--- config.mk ---
export PLATFORM = sky130hd
export DESIGN_NAME = alu_seq
export DESIGN_NICKNAME = d
export VERILOG_FILES = /design/src/rtl/alu_pkg.sv /design/src/rtl/addsub_n.sv /design/src/rtl/alu_seq.sv
export SDC_FILE = /design/constraint.sdc
export NUM_CORES = 1
export LEC_CHECK = 0
export CORE_UTILIZATION = 50
export CTS_CLUSTER_DIAMETER = 120
export DETAILED_ROUTE_END_ITERATION = 6
export PLACE_DENSITY_LB_ADDON = 0.2
export SYNTH_ARGS = -nofsm -noshare
export SYNTH_HDL_FRONTEND = slang
export SYNTH_SLANG_ARGS = --single-unit
--- constraint.sdc ---
create_clock -name clk -period 7.8 [get_ports clk]
set_input_delay 1.56 -clock clk [delete_from_list [all_inputs] [get_ports clk]]
set_output_delay 1.56 -clock clk [all_outputs]
set_load 0.01 [all_outputs]
--- src/rtl/alu_pkg.sv ---
// Shared types for the sequential ALU: opcode and controller state encodings.
package alu_pkg;

  typedef enum logic [2:0] {
    OpAdd = 3'b000,
    OpSub = 3'b001,
    OpAnd = 3'b010,
    OpOr  = 3'b011,
    OpXor = 3'b100,
    OpShl = 3'b101,
    OpShr = 3'b110,
    OpMul = 3'b111
  } alu_op_t;

  typedef enum logic [1:0] {
    StIdle = 2'b00,
    StBusy = 2'b01,
    StDone = 2'b10
  } alu_state_t;

endpackage

--- src/rtl/addsub_n.sv ---
// Parametrised ripple-carry add/subtract unit; sub=1 computes a + ~b + 1.
module addsub_n #(
  parameter int unsigned WIDTH = 8
) (
  input  logic [WIDTH-1:0] a,
  input  logic [WIDTH-1:0] b,
  input  logic             sub,
  output logic [WIDTH-1:0] sum,
  output logic             carry,
  output logic             overflow
);

  logic [WIDTH-1:0] bx;
  logic [WIDTH:0]   c;

  always_comb begin
    bx   = b ^ {WIDTH{sub}};
    sum  = '0;
    c    = '0;
    c[0] = sub;
    for (int i = 0; i < WIDTH; i++) begin
      sum[i]   = a[i] ^ bx[i] ^ c[i];
      c[i+1]   = (a[i] & bx[i]) | (c[i] & (a[i] ^ bx[i]));
    end
  end

  assign carry    = c[WIDTH];
  // Signed overflow when carry into and out of the sign bit disagree.
  assign overflow = c[WIDTH] ^ c[WIDTH-1];

endmodule

--- src/rtl/alu_seq.sv ---
// Handshaked ALU: single-cycle logic/arith ops, WIDTH-cycle shift-add multiply
// that reuses the one add/subtract unit for partial-sum accumulation.
module alu_seq
  import alu_pkg::*;
#(
  parameter int unsigned WIDTH = 8,
  parameter int unsigned SHW   = $clog2(WIDTH)
) (
  input  logic             clk,
  input  logic             rst_n,
  input  logic             in_valid,
  output logic             in_ready,
  input  logic [WIDTH-1:0] a,
  input  logic [WIDTH-1:0] b,
  input  logic [2:0]       op,
  output logic             out_valid,
  input  logic             out_ready,
  output logic [WIDTH-1:0] result,
  output logic             carry,
  output logic             zero,
  output logic             overflow
);

  localparam int unsigned CW = $clog2(WIDTH);

  alu_state_t         state_q;
  logic [WIDTH-1:0]   mcand_q;
  logic [2*WIDTH-1:0] prod_q;   // {accumulator, remaining multiplier bits}
  logic [CW-1:0]      cnt_q;

  alu_op_t            op_t;
  logic [WIDTH-1:0]   add_x, add_y, add_sum;
  logic               add_sub, add_carry, add_ovf;
  logic [SHW-1:0]     shamt;
  logic               sh_big;
  logic [2*WIDTH-1:0] prod_next;
  logic [WIDTH-1:0]   res_d;
  logic               carry_d, ovf_d;

  assign op_t     = alu_op_t'(op);
  assign in_ready = (state_q == StIdle);
  assign shamt    = b[SHW-1:0];
  assign sh_big   = ({1'b0, shamt} >= (SHW+1)'(WIDTH));

  // While multiplying, the adder accumulates; otherwise it serves ADD/SUB.
  always_comb begin
    if (state_q == StBusy) begin
      add_x   = prod_q[2*WIDTH-1:WIDTH];
      add_y   = prod_q[0] ? mcand_q : '0;
      add_sub = 1'b0;
    end else begin
      add_x   = a;
      add_y   = b;
      add_sub = (op_t == OpSub);
    end
  end

  addsub_n #(
    .WIDTH(WIDTH)
  ) u_addsub (
    .a        (add_x),
    .b        (add_y),
    .sub      (add_sub),
    .sum      (add_sum),
    .carry    (add_carry),
    .overflow (add_ovf)
  );

  assign prod_next = {add_carry, add_sum, prod_q[WIDTH-1:1]};

  always_comb begin
    res_d   = '0;
    carry_d = 1'b0;
    ovf_d   = 1'b0;
    unique case (op_t)
      OpAdd, OpSub: begin
        res_d   = add_sum;
        carry_d = add_carry;
        ovf_d   = add_ovf;
      end
      OpAnd: res_d = a & b;
      OpOr:  res_d = a | b;
      OpXor: res_d = a ^ b;
      OpShl: res_d = sh_big ? '0 : (a << shamt);
      OpShr: res_d = sh_big ? '0 : (a >> shamt);
      OpMul: res_d = '0;
    endcase
  end

  always_ff @(posedge clk) begin
    if (!rst_n) begin
      state_q   <= StIdle;
      mcand_q   <= '0;
      prod_q    <= '0;
      cnt_q     <= '0;
      out_valid <= 1'b0;
      result    <= '0;
      carry     <= 1'b0;
      zero      <= 1'b0;
      overflow  <= 1'b0;
    end else begin
      unique case (state_q)
        StIdle: begin
          if (in_valid) begin
            if (op_t == OpMul) begin
              state_q <= StBusy;
              mcand_q <= a;
              prod_q  <= {{WIDTH{1'b0}}, b};
              cnt_q   <= '0;
            end else begin
              state_q   <= StDone;
              out_valid <= 1'b1;
              result    <= res_d;
              carry     <= carry_d;
              zero      <= (res_d == '0);
              overflow  <= ovf_d;
            end
          end
        end
        StBusy: begin
          prod_q <= prod_next;
          cnt_q  <= cnt_q + CW'(1);
          if (cnt_q == CW'(WIDTH - 1)) begin
            state_q   <= StDone;
            out_valid <= 1'b1;
            result    <= prod_next[WIDTH-1:0];
            carry     <= 1'b0;
            zero      <= (prod_next[WIDTH-1:0] == '0);
            overflow  <= |prod_next[2*WIDTH-1:WIDTH];
          end
        end
        StDone: begin
          if (out_ready) begin
            state_q   <= StIdle;
            out_valid <= 1'b0;
          end
        end
        default: state_q <= StIdle;
      endcase
    end
  end

endmodule

==> results.json, run 1 <==
{
  "antenna_left": 0,
  "layout.nets": 486,
  "final_weighted_congestion_in_routability_driven_placement": 0.9619,
  "leak_nw": 1.509,
  "finalWorstPathRequiredPeriod_ns": 6.442,
  "postSynthAreaPerCell_sq_um": 8.051,
  "insertion_delay_ns": 0.31,
  "timing.critical_path.cells": "clkdlybuf4s50_1 -> buf_4 -> nor2_1 -> nand3_1 -> xor2_1 -> fa_1 -> fa_1 -> fa_1 -> fa_1 -> fa_1 -> inv_1 -> fa_1 -> fa_1 -> nor4bb_1 -> a21oi_1 -> a311oi_1 -> nor3b_1",
  "die_area_sq_mm": 0.007145,
  "synth_ff_type": "dfxtp_1",
  "combPwrFrac_pct": 32.3,
  "yosysWarnings": 0,
  "setup_ws_ns": 1.358,
  "postRouteWirelength_um": 9693,
  "post-route-util_pct": 59.78,
  "maxCapViolations": 0,
  "met1_usage_pct": 38.48,
  "instances_no_fill": 515,
  "timing.fmax_mhz": 155.2,
  "p_sw_share_pct": 33.72,
  "diode_count": 0,
  "holdCritPathClass": "reg2reg",
  "worst_setup_path_end_kind": "register",
  "placeableCoreArea_sq_mm": 0.006459,
  "timing.critical_path.fanout_max": 23,
  "busiest_layer": "met2",
  "p_seq_share_pct": 40.5,
  "htree_num_levels": 2,
  "grt_start_max_net_pins": 53,
  "max_slew.worst_pin.slew_ns": 1.163,
  "max_stage_delay_ns": 0.48,
  "fp.dieW_um": 84.53,
  "netSwitchingPower_uw": 188.9,
  "finalSetupTns_ns": 0,
  "tritoncts": "done",
  "netlist_instances": 423,
  "fin_worst_skew_ns": 0.01144,
  "path_class": "in2reg",
  "fp-row-count": 29,
  "place_ws_ns": 1.064,
  "grtUsageMet3_pct": 4.326,
  "globalRoute.totalOverflow": 0,
  "floorplan.initialDensity_pct": 52.73,
  "met2_usage_pct": 44.86,
  "clock_sinks": 41,
  "area_overhead_of_the_layout_relative_to_synthesis_pct": 13.37,
  "buffers_added_on_ports": 35,
  "ir_drop_mv": 0.1181,
  "fp.dieH_um": 84.53,
  "clk_root_buffer_cell": "clkbuf_8",
  "setup_viol_count_final": 0,
  "clkPwrFrac_pct": 27.2,
  "postPlaceCellArea_sq_mm": 0.003765,
  "cts.path.max_buffers": 2,
  "cts_hold_buf": 0,
  "pwr_density_cell_mw_per_mm2": 145.1,
  "slew_violations": 0,
  "grt_first_pass_wirelength_um": 15830,
  "cpMaxStageDelayCell": "fa_1",
  "dp.cells": 507,
  "timing.critical_path.required_ns": 8.02,
  "seq_total_area_yosys_pct": 24.10,
  "run_status": "finished, violations left",
  "async_flop_share_pct": 0,
  "hpwl_um": 6930,
  "syn-num-nets": 472,
  "netlist-cell-type-count": 58,
  "final.period_utilization_pct": 82.59,
  "total_power_uw": 560.3,
  "drt-initial-drc-count": 252,
  "setup.worst_path.start_class": "input port",
  "antenna_found_initial": 0,
  "cts.reportedPaths.clkPinSlew_ns": 0.08,
  "timing.critical_path.arrival_ns": 6.67,
  "timing.max_slew.rel_slack_pct": 22.44,
  "dr_total_vias": 3262,
  "critical_path.most_common_cell": "fa_1",
  "post-route-drc-count": 1,
  "power.internal_uw": 371.4,
  "hold_slack_ns": 0.4553,
  "post_drt_wl_per_cell_um": 18.82,
  "number_of_global_route_vias_before_repair": 3021,
  "dr.pass1.iters": 7,
  "finalHoldViolCount": 0,
  "violations": "design-rule violations",
  "rsz0062_at_grt": "false",
  "groute.usage.overall_pct": 28.28,
  "post-cts-setup-buffer-count": 0,
  "post_synth_instance_area_sq_mm": 0.003406,
  "boundaryPins": 36,
  "drive_gt1_share_pct": 6.393,
  "numCtsBuffers": 5,
  "fin_area_sq_mm": 0.003861,
  "cts.repair.resized": 0,
  "ys_ff_latch": 41,
  "vias_per_cell": 6.334,
  "synth-edff-count": 0
}
## registers in the layout, indices dropped and copies added, names as in the netlist
signal     flops
mcand_q        8
out_valid      1
cnt_q          3
zero           1
state_q        2
overflow       1
result         8
carry          1
prod_q        16
## power groups by stage
stage	clock network, mW	registers, mW	logic, mW
floorplan	0	0.231	0.116
global placement	0	0.232	0.175
detailed placement	0	0.232	0.176
CTS	0.156	0.227	0.177
global route	0.163	0.229	0.197
finish	0.152	0.227	0.181
## synth_stat cells (2+ instances only)
library cell | n | area (sq um)
o32ai_1 | 3 | 26.28
nand3_1 | 9 | 45.04
a311oi_1 | 4 | 35.03
o211a_1 | 9 | 90.09
a22oi_1 | 14 | 105.1
dfxtp_1 | 41 | 820.8
a21o_1 | 2 | 15.01
inv_2 | 3 | 11.26
a211o_1 | 2 | 17.52
nand2b_1 | 20 | 125.1
ha_1 | 19 | 237.7
o21ai_0 | 3 | 15.01
nor2_1 | 28 | 105.1
fa_1 | 7 | 140.1
mux2i_1 | 11 | 110.1
nor3_1 | 7 | 35.03
a211oi_1 | 9 | 67.56
or2_1 | 2 | 12.51
xor2_1 | 8 | 70.07
nand2_1 | 38 | 142.6
nor2b_1 | 21 | 131.4
a21boi_1 | 9 | 67.56
o31ai_1 | 2 | 15.01
o22ai_1 | 2 | 12.51
and3_1 | 2 | 12.51
o21ai_1 | 8 | 40.04
clkbuf_1 | 20 | 75.07
buf_2 | 13 | 65.06
a31oi_1 | 3 | 18.77
and2_1 | 3 | 18.77
nand4_1 | 2 | 12.51
buf_1 | 3 | 11.26
xnor2_1 | 2 | 17.52
o211ai_1 | 16 | 120.1
a21oi_1 | 32 | 160.2
a32oi_1 | 2 | 17.52
mux4_2 | 4 | 90.09
nor4_1 | 3 | 18.77
inv_1 | 17 | 63.81
nor3b_1 | 2 | 15.01
## worst max-delay path: cells and delay by family
kind	cells	cell delay [ns]
AO/OA/AOI/OAI	2	0.19
adder cells (fa/ha/maj)	7	2.77
AND/OR/NAND/NOR	4	1.12
buffers and inverters	3	0.70
XOR/XNOR	1	0.30
## routing by layer
metal  wire, um  up-vias
met2       4432      132
met1       4412     1549
met5          0        -
met3        582       19
met4        266        0
li1           -     1562
## cells by family (layout without fill, tap and decap cells)
logic type | Yosys count | count (layout) | synth area share (%)
compound gates | 129 | 129 | 26.89
xor+xnor | 10 | 10 | 2.572
fa+ha+maj | 26 | 26 | 11.09
buf+inv | 57 | 72 | 6.980
flops | 41 | 41 | 24.10
mux | 17 | 17 | 6.981
simple gates | 143 | 143 | 21.38
## final cells by class
class / instances / area, sq um
inverters: 20 / 75.07
multi-input cells: 325 / 2355
repair buffers: 44 / 417.9
flip-flops and latches: 41 / 820.8
clock inverters: 2 / 13.76
fillers: 593 / 2597
well taps: 77 / 96.34
clock buffers: 6 / 82.58
## cell usage in the layout (no fill, tap or decap), types with 16 or more instances in the layout
cell | Yosys | final
a21oi_1 | 32 | 32
nand2_1 | 38 | 38
o211ai_1 | 16 | 16
ha_1 | 19 | 19
dfxtp_1 | 41 | 41
clkdlybuf4s50_1 | 0 | 35
nand2b_1 | 20 | 20
inv_1 | 17 | 17
nor2b_1 | 21 | 20
nor2_1 | 28 | 28
## path summary, 6_finish.rpt
check                                 from         to  slack (ns)  cells past startpoint
worst max-delay path                 op[2]   overflow        1.36                     17
worst min-delay path             result[2]  result[2]        0.46                      2
worst max register to register  state_q[0]   overflow        2.73                     17
worst min register to register   result[2]  result[2]        0.46                      2
Power figures use the tool's default switching activity.
==> inputs of run 2 (changes only) <==
- clock period: 7.8 -> 6.3 ns (I/O delays scaled with it)
==> run 2 against run 1 <==
Against the previous run:
- the run still ends with design-rule violations left
- clock power grew 31%
- combinational power grew 25%
- clock-buffer cell count grew 1
- first-iteration DRC count grew 40%
- critical path depth is the same
- die area is the same
- register-to-register slack lost 1.9 ns
- cell count grew 0.78%
- critical path type unchanged
- critical endpoint unchanged
- largest cell class unchanged
- largest power group unchanged
==> results.json, run 2 (synthesis results as in run 1) <==
{
  "run_status": "finished, violations left",
  "violations": "design-rule violations",
  "area_overhead_of_the_layout_relative_to_synthesis_pct": 14.51,
  "grtUsageMet3_pct": 4.031,
  "final_weighted_congestion_in_routability_driven_placement": 1.001,
  "clock_sinks": 41,
  "vias_per_cell": 6.461,
  "worstRegToRegCells": 17,
  "rrSetupSlack_ns": 0.87,
  "final.period_utilization_pct": 88.03,
  "floorplan.initialDensity_pct": 52.73,
  "leak_nw": 1.532,
  "cts_hold_buf": 0,
  "post_drt_wl_per_cell_um": 19.70,
  "numCtsBuffers": 5,
  "timing.critical_path.fanout_max": 8,
  "ir_drop_mv": 0.1337,
  "setup_viol_count_final": 0,
  "finalHoldViolCount": 0,
  "dr.pass1.iters": 7,
  "worst_setup_path_end_kind": "register",
  "holdCritPathClass": "reg2reg",
  "flip_flop_count_of_the_largest_register_after_layout": 16,
  "postPlaceCellArea_sq_mm": 0.003795,
  "busiest_layer": "met2",
  "htree_num_levels": 2,
  "timing.fmax_mhz": 180.3,
  "timing.max_slew.rel_slack_pct": 19.42,
  "rsz0062_at_grt": "false",
  "boundaryPins": 36,
  "layout_commonest_cell": "dfxtp_1",
  "timing.critical_path.required_ns": 6.52,
  "die_area_sq_mm": 0.007145,
  "met1_usage_pct": 41.21,
  "cts.reportedPaths.clkPinSlew_ns": 0.09,
  "groute.usage.overall_pct": 29.64,
  "buffers_added_on_ports": 35,
  "post-cts-setup-buffer-count": 0,
  "placeableCoreArea_sq_mm": 0.006459,
  "pwr_density_cell_mw_per_mm2": 181.3,
  "post-route-drc-count": 1,
  "slew_violations": 0,
  "layout.nets": 490,
  "clkPwrFrac_pct": 28.1,
  "timing.hold.worst_path_depth": 2,
  "combPwrFrac_pct": 32.2,
  "postRouteWirelength_um": 10230,
  "drive_gt1_share_pct": 7.240,
  "cts.path.max_buffers": 2,
  "diode_count": 0,
  "layout.area.seq_sq_um": 820.8,
  "cts.repair.resized": 0,
  "netSwitchingPower_uw": 234.0,
  "insertion_delay_ns": 0.30,
  "antenna_left": 0,
  "power.internal_uw": 473.2,
  "antenna_found_initial": 0,
  "multi_input_comb_area_sq_mm": 0.002355,
  "p_sw_share_pct": 33.09,
  "fin_area_sq_mm": 0.003900,
  "timing.critical_path.arrival_ns": 5.77,
  "grt_first_pass_wirelength_um": 16560,
  "dr_total_vias": 3353,
  "fill_cells": 608,
  "registers.top_by_ff_count": "prod_q",
  "fin_worst_skew_ns": 0.01130,
  "finalWorstPathRequiredPeriod_ns": 5.546,
  "fp.dieW_um": 84.53,
  "max_slew.worst_pin.slew_ns": 1.209,
  "fp-row-count": 29,
  "drt-initial-drc-count": 352,
  "p_seq_share_pct": 39.8,
  "layout_common_cells": "41 x dfxtp_1, 38 x nand2_1, 35 x clkdlybuf4s50_1, 32 x a21oi_1, 28 x nor2_1",
  "grt_start_max_net_pins": 42,
  "tritoncts": "done",
  "number_of_global_route_vias_before_repair": 3055,
  "fp.dieH_um": 84.53,
  "setup.worst_path.start_class": "input port",
  "post-route-util_pct": 60.38,
  "hpwl_um": 7477,
  "maxCapViolations": 0,
  "path_class": "in2reg",
  "clk_root_buffer_cell": "clkbuf_8",
  "globalRoute.totalOverflow": 0,
  "largest_registers": "prod_q x16, mcand_q x8, result x8",
  "met2_usage_pct": 46.71,
  "finalSetupTns_ns": 0
}
## run 2: cell types whose count changed in the layout (fill, tap and decap cells not counted), sizes merged
cell | previous run | this run
inv | 20 | 21
buf | 9 | 13
clkinv | 2 | 0
clkbuf | 6 | 7
## run 2: layer usage
layer  vias to the layer above  wire, um
met4                         0       367
met5                         -         0
met1                      1577      4509
li1                       1563         -
met3                        41       709
met2                       172      4638
## run 2: area by class of cell
type,instances,area share [%]
multi-input combinational,325,60.38
sequential,41,21.05
timing repair buffer,48,11.49
clock buffer,7,2.470
tap,77,2.470
inverter,20,1.925
clock inverter,1,0.2246
## run 2: worst max-delay path, stage by stage
cell and delay [ns]:
clkdlybuf4s50_1 0.56, inv_1 0.15, nor2_1 0.06, a211oi_1 0.21, a21oi_1 0.09, fa_1 0.39, fa_1 0.38, fa_1 0.42
fa_1 0.45, fa_1 0.43, inv_1 0.09, fa_1 0.23, fa_1 0.50, nor4bb_1 0.16, a21oi_1 0.13, a311oi_1 0.07
nor3b_1 0.18
## run 2: per-stage QoR
stage                     setup slack, ns  power (mW)  hold WS, ns  instances
after global placement             0.6482      0.5070       0.4384        511
after global routing               0.4943      0.7425       0.4744        519
after detailed placement           0.5043      0.5105       0.4426        511
final                              0.7542      0.7072       0.4489        519
after CTS                          0.7983      0.7055       0.4527        519
after floorplan                    0.7246      0.4295       0.4575        423
## run 2: final timing paths
path,startpoint,endpoint
max,a[0],overflow
min,result[3],result[3]
max reg2reg,state_q[0],overflow
min reg2reg,result[3],result[3]
## run 2: power by group through the flow
| stage | clock (mW) | combinational [mW] | sequential (mW) |
|---|---|---|---|
| final | 0.199 | 0.227 | 0.281 |
| after global routing | 0.213 | 0.246 | 0.283 |
| after CTS | 0.200 | 0.224 | 0.281 |
| after detailed placement | 0 | 0.223 | 0.287 |
| after global placement | 0 | 0.220 | 0.287 |
| after floorplan | 0 | 0.143 | 0.286 |
